### src/rtl/mem_reg_pkg.sv
// mem_reg_pkg: shared types and defaults for the single-register memory port
// sequencer. Holds the sequencer state encoding, the command op encodings and
// the default data / error-counter widths.
package mem_reg_pkg;

    localparam int unsigned DEFAULT_DW  = 8;
    localparam int unsigned DEFAULT_ECW = 8;

    localparam logic OP_READ  = 1'b0;
    localparam logic OP_WRITE = 1'b1;

    typedef enum logic [2:0] {
        IDLE = 3'd0,
        WR   = 3'd1,
        CHK  = 3'd2,
        RD   = 3'd3,
        RSP  = 3'd4
    } state_t;

endpackage

### src/rtl/mem_reg_master_if.sv
// mem_reg_master_if: command and response valid/ready channels between a
// host and mem_reg_master.
//   cmd_valid/cmd_ready/cmd_op/cmd_data : command channel (host -> sequencer)
//   rsp_valid/rsp_ready/rsp_data/rsp_err : response channel (sequencer -> host)
// Modports: master = host side, slave = sequencer side.
interface mem_reg_master_if #(
    parameter int unsigned DW = mem_reg_pkg::DEFAULT_DW
);

    logic          cmd_valid;
    logic          cmd_ready;
    logic          cmd_op;
    logic [DW-1:0] cmd_data;
    logic          rsp_valid;
    logic          rsp_ready;
    logic [DW-1:0] rsp_data;
    logic          rsp_err;

    modport master (
        output cmd_valid, cmd_op, cmd_data, rsp_ready,
        input  cmd_ready, rsp_valid, rsp_data, rsp_err
    );

    modport slave (
        input  cmd_valid, cmd_op, cmd_data, rsp_ready,
        output cmd_ready, rsp_valid, rsp_data, rsp_err
    );

endinterface

### src/rtl/sat_counter.sv
// sat_counter: up-counter that sticks at its all-ones maximum.
// Ports: clk, rst (synchronous, active-high), inc (count enable), cnt (value).
module sat_counter #(
    parameter int unsigned W = 8
) (
    input  logic         clk,
    input  logic         rst,
    input  logic         inc,
    output logic [W-1:0] cnt
);

    always_ff @(posedge clk) begin
        if (rst) begin
            cnt <= '0;
        end else if (inc && (cnt != {W{1'b1}})) begin
            cnt <= cnt + W'(1);
        end
    end

endmodule

### src/rtl/mem_reg_master.sv
// mem_reg_master: initiator-side sequencer for the single-register write/read
// port. Accepts one command at a time, drives the register's wr/wdata, samples
// rdata and returns one response per command.
// Ports:
//   clk, rst        : clock, synchronous active-high reset
//   bus (slave)     : command / response valid-ready channels
//   reg_wr          : register write strobe, high exactly in WR
//   reg_wdata       : register write data, held outside WR
//   reg_rdata       : register read data (valid while reg_wr = 0)
//   err_cnt         : saturating read-back mismatch count
// Config: MEM_REG_MASTER_READBACK_CHECK_EN adds a CHK read-back cycle after
// every write, with live rsp_err and err_cnt; otherwise both are tied to 0.
module mem_reg_master
    import mem_reg_pkg::*;
#(
    parameter int unsigned DW  = DEFAULT_DW,
    parameter int unsigned ECW = DEFAULT_ECW
) (
    input  logic           clk,
    input  logic           rst,
    mem_reg_master_if.slave bus,
    output logic           reg_wr,
    output logic [DW-1:0]  reg_wdata,
    input  logic [DW-1:0]  reg_rdata,
    output logic [ECW-1:0] err_cnt
);

    state_t        state_q, state_d;
    logic          cmd_ready_q;
    logic          rsp_valid_q;
    logic          reg_wr_q;
    logic [DW-1:0] reg_wdata_q, reg_wdata_d;
    logic [DW-1:0] rsp_data_q, rsp_data_d;

`ifdef MEM_REG_MASTER_READBACK_CHECK_EN
    logic          rsp_err_q, rsp_err_d;
    logic          mismatch_c;

    // Read-back compare against the data just written (reg_wdata still holds it).
    assign mismatch_c = (state_q == CHK) && (reg_rdata != reg_wdata_q);
`endif

    // State register.
    always_ff @(posedge clk) begin
        if (rst) begin
            state_q <= IDLE;
        end else begin
            state_q <= state_d;
        end
    end

    // Next state and next register-output values.
    always_comb begin
        state_d     = state_q;
        reg_wdata_d = reg_wdata_q;
        rsp_data_d  = rsp_data_q;
`ifdef MEM_REG_MASTER_READBACK_CHECK_EN
        rsp_err_d   = rsp_err_q;
`endif
        case (state_q)
            IDLE: begin
                if (bus.cmd_valid && cmd_ready_q) begin
                    if (bus.cmd_op == OP_WRITE) begin
                        state_d     = WR;
                        reg_wdata_d = bus.cmd_data;
                    end else begin
                        state_d = RD;
                    end
                end
            end
            WR: begin
`ifdef MEM_REG_MASTER_READBACK_CHECK_EN
                state_d    = CHK;
`else
                state_d    = RSP;
                rsp_data_d = reg_wdata_q;
`endif
            end
`ifdef MEM_REG_MASTER_READBACK_CHECK_EN
            CHK: begin
                state_d    = RSP;
                rsp_data_d = reg_rdata;
                rsp_err_d  = mismatch_c;
            end
`endif
            RD: begin
                state_d    = RSP;
                rsp_data_d = reg_rdata;
`ifdef MEM_REG_MASTER_READBACK_CHECK_EN
                rsp_err_d  = 1'b0;
`endif
            end
            RSP: begin
                if (bus.rsp_ready) begin
                    state_d = IDLE;
                end
            end
            default: begin
                state_d = IDLE;
            end
        endcase
    end

    // Handshake/strobe outputs are registered copies of the next-state decode,
    // so each equals a decode of the state register with no input path.
    always_ff @(posedge clk) begin
        if (rst) begin
            cmd_ready_q <= 1'b0;
            rsp_valid_q <= 1'b0;
            reg_wr_q    <= 1'b0;
            reg_wdata_q <= '0;
            rsp_data_q  <= '0;
        end else begin
            cmd_ready_q <= (state_d == IDLE);
            rsp_valid_q <= (state_d == RSP);
            reg_wr_q    <= (state_d == WR);
            reg_wdata_q <= reg_wdata_d;
            rsp_data_q  <= rsp_data_d;
        end
    end

`ifdef MEM_REG_MASTER_READBACK_CHECK_EN
    always_ff @(posedge clk) begin
        if (rst) begin
            rsp_err_q <= 1'b0;
        end else begin
            rsp_err_q <= rsp_err_d;
        end
    end

    sat_counter #(
        .W (ECW)
    ) u_err_cnt (
        .clk (clk),
        .rst (rst),
        .inc (mismatch_c),
        .cnt (err_cnt)
    );

    assign bus.rsp_err = rsp_err_q;
`else
    assign bus.rsp_err = 1'b0;
    assign err_cnt     = '0;
`endif

    assign bus.cmd_ready = cmd_ready_q;
    assign bus.rsp_valid = rsp_valid_q;
    assign bus.rsp_data  = rsp_data_q;
    assign reg_wr        = reg_wr_q;
    assign reg_wdata     = reg_wdata_q;

endmodule

### src/flat_wrapper.sv
// flat-port wrapper written by rule: the top's interface ports become plain ports
module mem_reg_master_flat import mem_reg_pkg::*;
#(
    parameter int unsigned DW  = DEFAULT_DW,
    parameter int unsigned ECW = DEFAULT_ECW
)
  (clk, rst, reg_wr, reg_wdata, reg_rdata, err_cnt, bus_cmd_valid, bus_cmd_op, bus_cmd_data, bus_rsp_ready, bus_cmd_ready, bus_rsp_valid, bus_rsp_data, bus_rsp_err);
  mem_reg_master_if #(.DW(DW)) bus_i ();
  input  logic clk;
  input  logic rst;
  output logic reg_wr;
  output logic [DW-1:0] reg_wdata;
  input  logic [DW-1:0] reg_rdata;
  output logic [ECW-1:0] err_cnt;
  input wire logic [$bits(bus_i.cmd_valid)-1:0] bus_cmd_valid;
  input wire logic [$bits(bus_i.cmd_op)-1:0] bus_cmd_op;
  input wire logic [$bits(bus_i.cmd_data)-1:0] bus_cmd_data;
  input wire logic [$bits(bus_i.rsp_ready)-1:0] bus_rsp_ready;
  output wire logic [$bits(bus_i.cmd_ready)-1:0] bus_cmd_ready;
  output wire logic [$bits(bus_i.rsp_valid)-1:0] bus_rsp_valid;
  output wire logic [$bits(bus_i.rsp_data)-1:0] bus_rsp_data;
  output wire logic [$bits(bus_i.rsp_err)-1:0] bus_rsp_err;
  assign bus_i.cmd_valid = bus_cmd_valid;
  assign bus_i.cmd_op = bus_cmd_op;
  assign bus_i.cmd_data = bus_cmd_data;
  assign bus_i.rsp_ready = bus_rsp_ready;
  assign bus_cmd_ready = bus_i.cmd_ready;
  assign bus_rsp_valid = bus_i.rsp_valid;
  assign bus_rsp_data = bus_i.rsp_data;
  assign bus_rsp_err = bus_i.rsp_err;
  mem_reg_master #(.DW(DW), .ECW(ECW)) u_core (.clk(clk), .rst(rst), .bus(bus_i), .reg_wr(reg_wr), .reg_wdata(reg_wdata), .reg_rdata(reg_rdata), .err_cnt(err_cnt));
endmodule
### config.mk
export PLATFORM = sky130hd
export DESIGN_NAME = mem_reg_master_flat
export DESIGN_NICKNAME = d
export VERILOG_FILES = /design/src/rtl/mem_reg_pkg.sv /design/src/rtl/mem_reg_master_if.sv /design/src/rtl/sat_counter.sv /design/src/rtl/mem_reg_master.sv /design/src/flat_wrapper.sv
export SDC_FILE = /design/constraint.sdc
export NUM_CORES = 1
export LEC_CHECK = 0
export CORE_MARGIN = 3
export CORE_UTILIZATION = 43
export CTS_CLUSTER_SIZE = 20
export DETAILED_ROUTE_END_ITERATION = 10
export GPL_TIMING_DRIVEN = 0
export PLACE_DENSITY_LB_ADDON = 0.1
export SYNTH_ARGS = -nofsm -noshare
export SYNTH_HDL_FRONTEND = slang
export SYNTH_SLANG_ARGS = --single-unit
### constraint.sdc
create_clock -name clk -period 1.75 [get_ports clk]
set_clock_uncertainty 0.05 [all_clocks]
set_input_delay 0.175 -clock clk [delete_from_list [all_inputs] [get_ports clk]]
set_output_delay 0.175 -clock clk [all_outputs]
set_load 0.02 [all_outputs]
* Word-level counts from Yosys, hierarchy flattened
Index checks and enable logic that the tools add are counted.
Storage, ports and cells: register bits after elaboration 22, bits in latches 0, bits in writable memories 0, memory bits (read-only) 0, memories 0
Operators by class: add/sub/neg operators 0, multipliers 0, div/mod/pow operators 0, order comparisons 0, equality and inequality tests 5, shifts and indexed selects 0, multiplexer cells 5, bitwise operators 0, reductions and logical operators 6
Operators with widths (count):
- $pmux W8 S2 | 1
- $pmux W3 S3 | 1
- $eq A3 B1 Y1 const B | 2
- $eq A3 B3 Y1 const B | 2
- $logic_not A3 Y1 | 2
- $mux W3 | 2
- $eq A3 B2 Y1 const B | 1
- $reduce_and A3 Y1 | 1
- $mux W2 | 1
- $reduce_bool A2 Y1 | 1
- $reduce_or A2 Y1 | 1
- $logic_and A1 B1 Y1 | 1

* Logic depth before layout (Yosys ltp)
word-level depth 4, mapped depth 5

* Least setup slack after synthesis
OpenSTA, ideal clock, no wires.
kind register to register, start reg u_core.cmd_ready_q, in the netlist u_core.bus.cmd_ready, end reg u_core.cmd_ready_q, in the netlist u_core.bus.cmd_ready, setup time 122 ps, data arrival time 1136 ps, data required time 1578 ps, path slack 442 ps, cell stages (with the launch flop) 4, path buffers 0, clock period less this slack 1308 ps, path through dfxtp_1 nand2_1 or4_4 nor3b_2
Between the ends: cells in the longest elaborated chain, start to end 4
Ends and longest elaborated chain:
- start, declared | line mem_reg_master.sv:29 | logic cmd_ready_q;
- start signal, assigned | line mem_reg_master.sv:114 | cmd_ready_q <= (state_d == IDLE);
- $logic_and A1 B1 Y1 | line mem_reg_master.sv:62 | if (bus.cmd_valid && cmd_ready_q) begin
- $mux W3 | line mem_reg_master.sv:62
- $pmux W3 S3 | line mem_reg_master.sv:60 | case (state_q)
- $logic_not A3 Y1 | line mem_reg_master.sv:114
Every way passes these cells. A chain may end at the register's enable or synchronous reset.

* Worst setup path after layout
start reg u_core.reg_wdata_q[4], in the netlist u_core.reg_wdata[4], end out reg_wdata[4]
RTL lines:
- start, declared | line mem_reg_master.sv:32 | logic [DW-1:0] reg_wdata_q, reg_wdata_d;
- start signal, assigned | line mem_reg_master.sv:117 | reg_wdata_q <= reg_wdata_d;
- end, declared | line flat_wrapper.sv:12 | output logic [DW-1:0] reg_wdata;
No word-level cell between the ends.

==> run summary <==
Before CTS, the worst setup slack after placement is about 0.24 ns. The endpoint identified for the worst register-to-register timing path is u_core.reg_wdata[7]. The post-cts hold buffer count came out at 0.

The synthesized instance count came out at 100. Of the cells placed in the final design, the portion with a size suffix greater than 1 is 0.199. The analysis attributes to cell leakage a power of 0.568 nW. The overall die width is 55.7 um. The via count came out at 812. The global-route usage over all layers is 0.146.

For this configuration, the core starts out at a cell density of 0.467. The arrival time at the worst endpoint came out at approximately 1.4 ns. The count of pins over their slew limit is 0.

Of the total synthesized cell area, the portion taken by XOR and XNOR cells is 0. The total stage count of the critical path came out at 1. The capturing element of the worst setup path is reg_wdata[4]. The floorplan die area came out at 3110 um^2. The total power density per cell area is slightly below 700 nW/um^2.

The start of the worst register-to-register path is u_core.state_q[1]. Leaving out fill and tap cells, the most frequent cell in the layout is clkdlybuf4s50_1. The buffer levels on the longest clock path came out at 2. Yosys printed 0 warnings.

The clock slew seen by the registers of the worst setup and hold paths came out at about 0.12 ns. The share of the Yosys chip area taken by registers is 0.414. The number of hold violations in the final report is 0. The required time at the endpoint of the critical path is 1.52 ns. The count of buffer and inverter cells on the critical path came out at 1. The longest individual stage delay on the worst path is 0.63 ns. The critical path startpoint category is a flip-flop. Setup repair after global routing left no endpoint under its margin. Entering global routing, the biggest net connects 13 pins. The kind of cell with the highest combined delay along the critical path is buffers and inverters. The number of placed cells counting well taps is 175.

The number of I/O pins is 49. The number of antenna diodes in the final layout is 0. The worst path needs roughly 1.6 ns of the cycle, external delays included. Once the clock tree was built, the setup fixing pass inserted 0 buffers.

CTS placed an instance of clkbuf_4 at the clock tree root. The number of antenna-violating nets in the routed design is 0. Compared with the post-synthesis result, the final layout area differs by 46.2%.

In this run the mean area of a mapped cell was 10.6 um^2. In this run the worst setup path begins at u_core.reg_wdata[4]. The worst setup path is captured at a primary output. Of the available clock period, the critical path in the final layout requires 0.901. Among all stages on the critical path, the largest delay is contributed by clkdlybuf4s50_1. The first detailed-routing pass took 4 iterations. The floorplan has 17 rows.

The DRC violations left came out at 0. The number of nets in the layout is 173. The number of antenna violations at the first check in global routing came to 0. Summed over all layers, the global routing overflow is 0.

The average wire length per cell after detail routing is between 10 and 15 um. The min-delay analysis places its worst path in the category in -> reg. The flow ran to the end, and the final reports show no timing, DRC or antenna violations. Wires add up to 2220 um. The number of clock sinks seen by CTS is 22. The complex-gate fraction of the synthesized area is 0.0659. The final cell count without fillers is 179. After synthesis, the largest family of logic cells by area is simple AND/OR/NAND/NOR gates. The final worst hold slack came out at 0.371 ns.

The TritonCTS clock tree is done. The synthesized netlist occupies a cell area of 1060 um^2. The post-CTS resize count came out at 0. The wire length of the first global-routing pass came out at between 3000 and 4000 um. The clock insertion delay at the later pin of the skew report is about 0.3 ns.

The critical-path maximum fanout came out at 3. The top cell types in the final layout, fill and taps aside, are 39 x clkdlybuf4s50_1, 22 x dfxtp_1, 17 x nand2b_1, 16 x mux2i_1, 10 x buf_4. Once routing completed, OpenROAD measured the worst setup slack at 0.174 ns. Traced cell by cell, the critical path runs through clkdlybuf4s50_1. The max capacitance violation total is 0.

Across the VDD grid, the largest voltage drop is 455 uV. The adder-cell share of the synthesized area came out at 0. Once layout is complete, the utilization of the core stands at 0.683.

The highest attainable clock frequency came out at roughly 630 MHz. The number of cells on the worst reg-to-reg path is 4. The overall die height came out at 55.7 um. The setup TNS after final layout is 0 ns. The via count of the first global-routing pass came out at 786. The core box area is 2280 um^2. After legalization and detailed placement, the total HPWL measured 1750 um. The internal reg-to-reg setup slack is 0.45 ns. The number of buffer cells added on primary ports is 39. Of the post-synthesis cell area, the part taken by muxes is 0.151. In this run, the number of DRC markers left after iteration 0 of detailed routing was 3. The worst setup path is of the reg -> out kind. The detailed-route vias per instance came out at 4.54. The depth of the CTS H-tree is 1. The area share of and/or/nand/nor cells after synthesis came out at 0.247.

The number of CTS-inserted buffers came out at 3. The netlist uses 22 different library cells. The count of state elements after synthesis is 22.

The number of endpoints failing setup at the final stage came out at 0. The congestion estimate from routability-driven global placement came to slightly below 0.8.
[cell families after synthesis]
group,after synthesis
buf+inv,16
compound gates,8
mux,16
other cells,1
flops,22
simple gates,37
[power by group]
part           leakage, nW  total (mW)  internal [mW]  switching [mW]
Sequential           0.179       0.540          0.524          0.0160
Clock               0.0210       0.277          0.127           0.151
Combinational        0.368       0.241          0.135           0.106
Total                0.568        1.06          0.786           0.273
[flip-flops by register name (all words and copies together), names as in the netlist]
name / flops
u_core.reg_wr: 1
u_core.bus.cmd_ready: 1
u_core.bus.rsp_data: 8
u_core.reg_wdata: 8
u_core.state_q: 3
u_core.bus.rsp_valid: 1
[Yosys cell counts]
master / count / area [um^2]
conb_1: 1 / 3.75
nor3b_2: 2 / 25.0
buf_4: 10 / 75.1
nor2_1: 7 / 26.3
buf_8: 1 / 15.0
a211oi_2: 2 / 25.0
dfxtp_1: 22 / 440
nor2b_4: 2 / 27.5
buf_2: 2 / 10.0
nand2b_1: 17 / 106
or2_4: 1 / 8.76
nor3_1: 1 / 5.00
nand2_1: 1 / 3.75
nor2_2: 2 / 12.5
buf_6: 2 / 22.5
nor4_4: 1 / 21.3
nor4b_1: 1 / 8.76
clkbuf_1: 1 / 3.75
mux2i_1: 16 / 160
or4_4: 1 / 11.3
nor2b_1: 1 / 6.26
a211oi_1: 6 / 45.0
[through the flow]
step                      instance area (um^2)  total power, mW
after CTS                                 1560             1.07
after global placement                    1520            0.789
after global routing                      1560             1.11
after detailed placement                  1520            0.793
final                                     1560             1.06
after floorplan                           1090            0.692
[metal layers]
| layer | GRT usage | part of all wire | vias to the layer above |
|---|---|---|---|
| met5 | 0 | 0 | - |
| met4 | 0.0625 | 0.0072 | 0 |
| met3 | 0.0255 | 0.068 | 2 |
| met2 | 0.233 | 0.48 | 26 |
| met1 | 0.193 | 0.44 | 363 |
| li1 | - | - | 421 |
[worst min-delay path by stage]
stage	start	to	depth (start not counted)
finish	bus_cmd_data[4]	u_core.reg_wdata[4]	3
global route	bus_cmd_data[4]	u_core.reg_wdata[4]	3
CTS	bus_cmd_data[1]	u_core.reg_wdata[1]	3
detailed placement	u_core.reg_wdata[3]	u_core.reg_wdata[3]	2
global placement	u_core.reg_wdata[3]	u_core.reg_wdata[3]	2
floorplan	bus_cmd_op	u_core.state_q[1]	1
[final cells by class]
cell class              count  area (um^2)
fillers                   204          721
plain buffers              16          126
clock buffers               4         36.3
multi-input cells          70          527
flip-flops and latches     22          440
well taps                  28         35.0
repair buffers             39          390
Note: power is estimated with default switching activity, not from simulation.
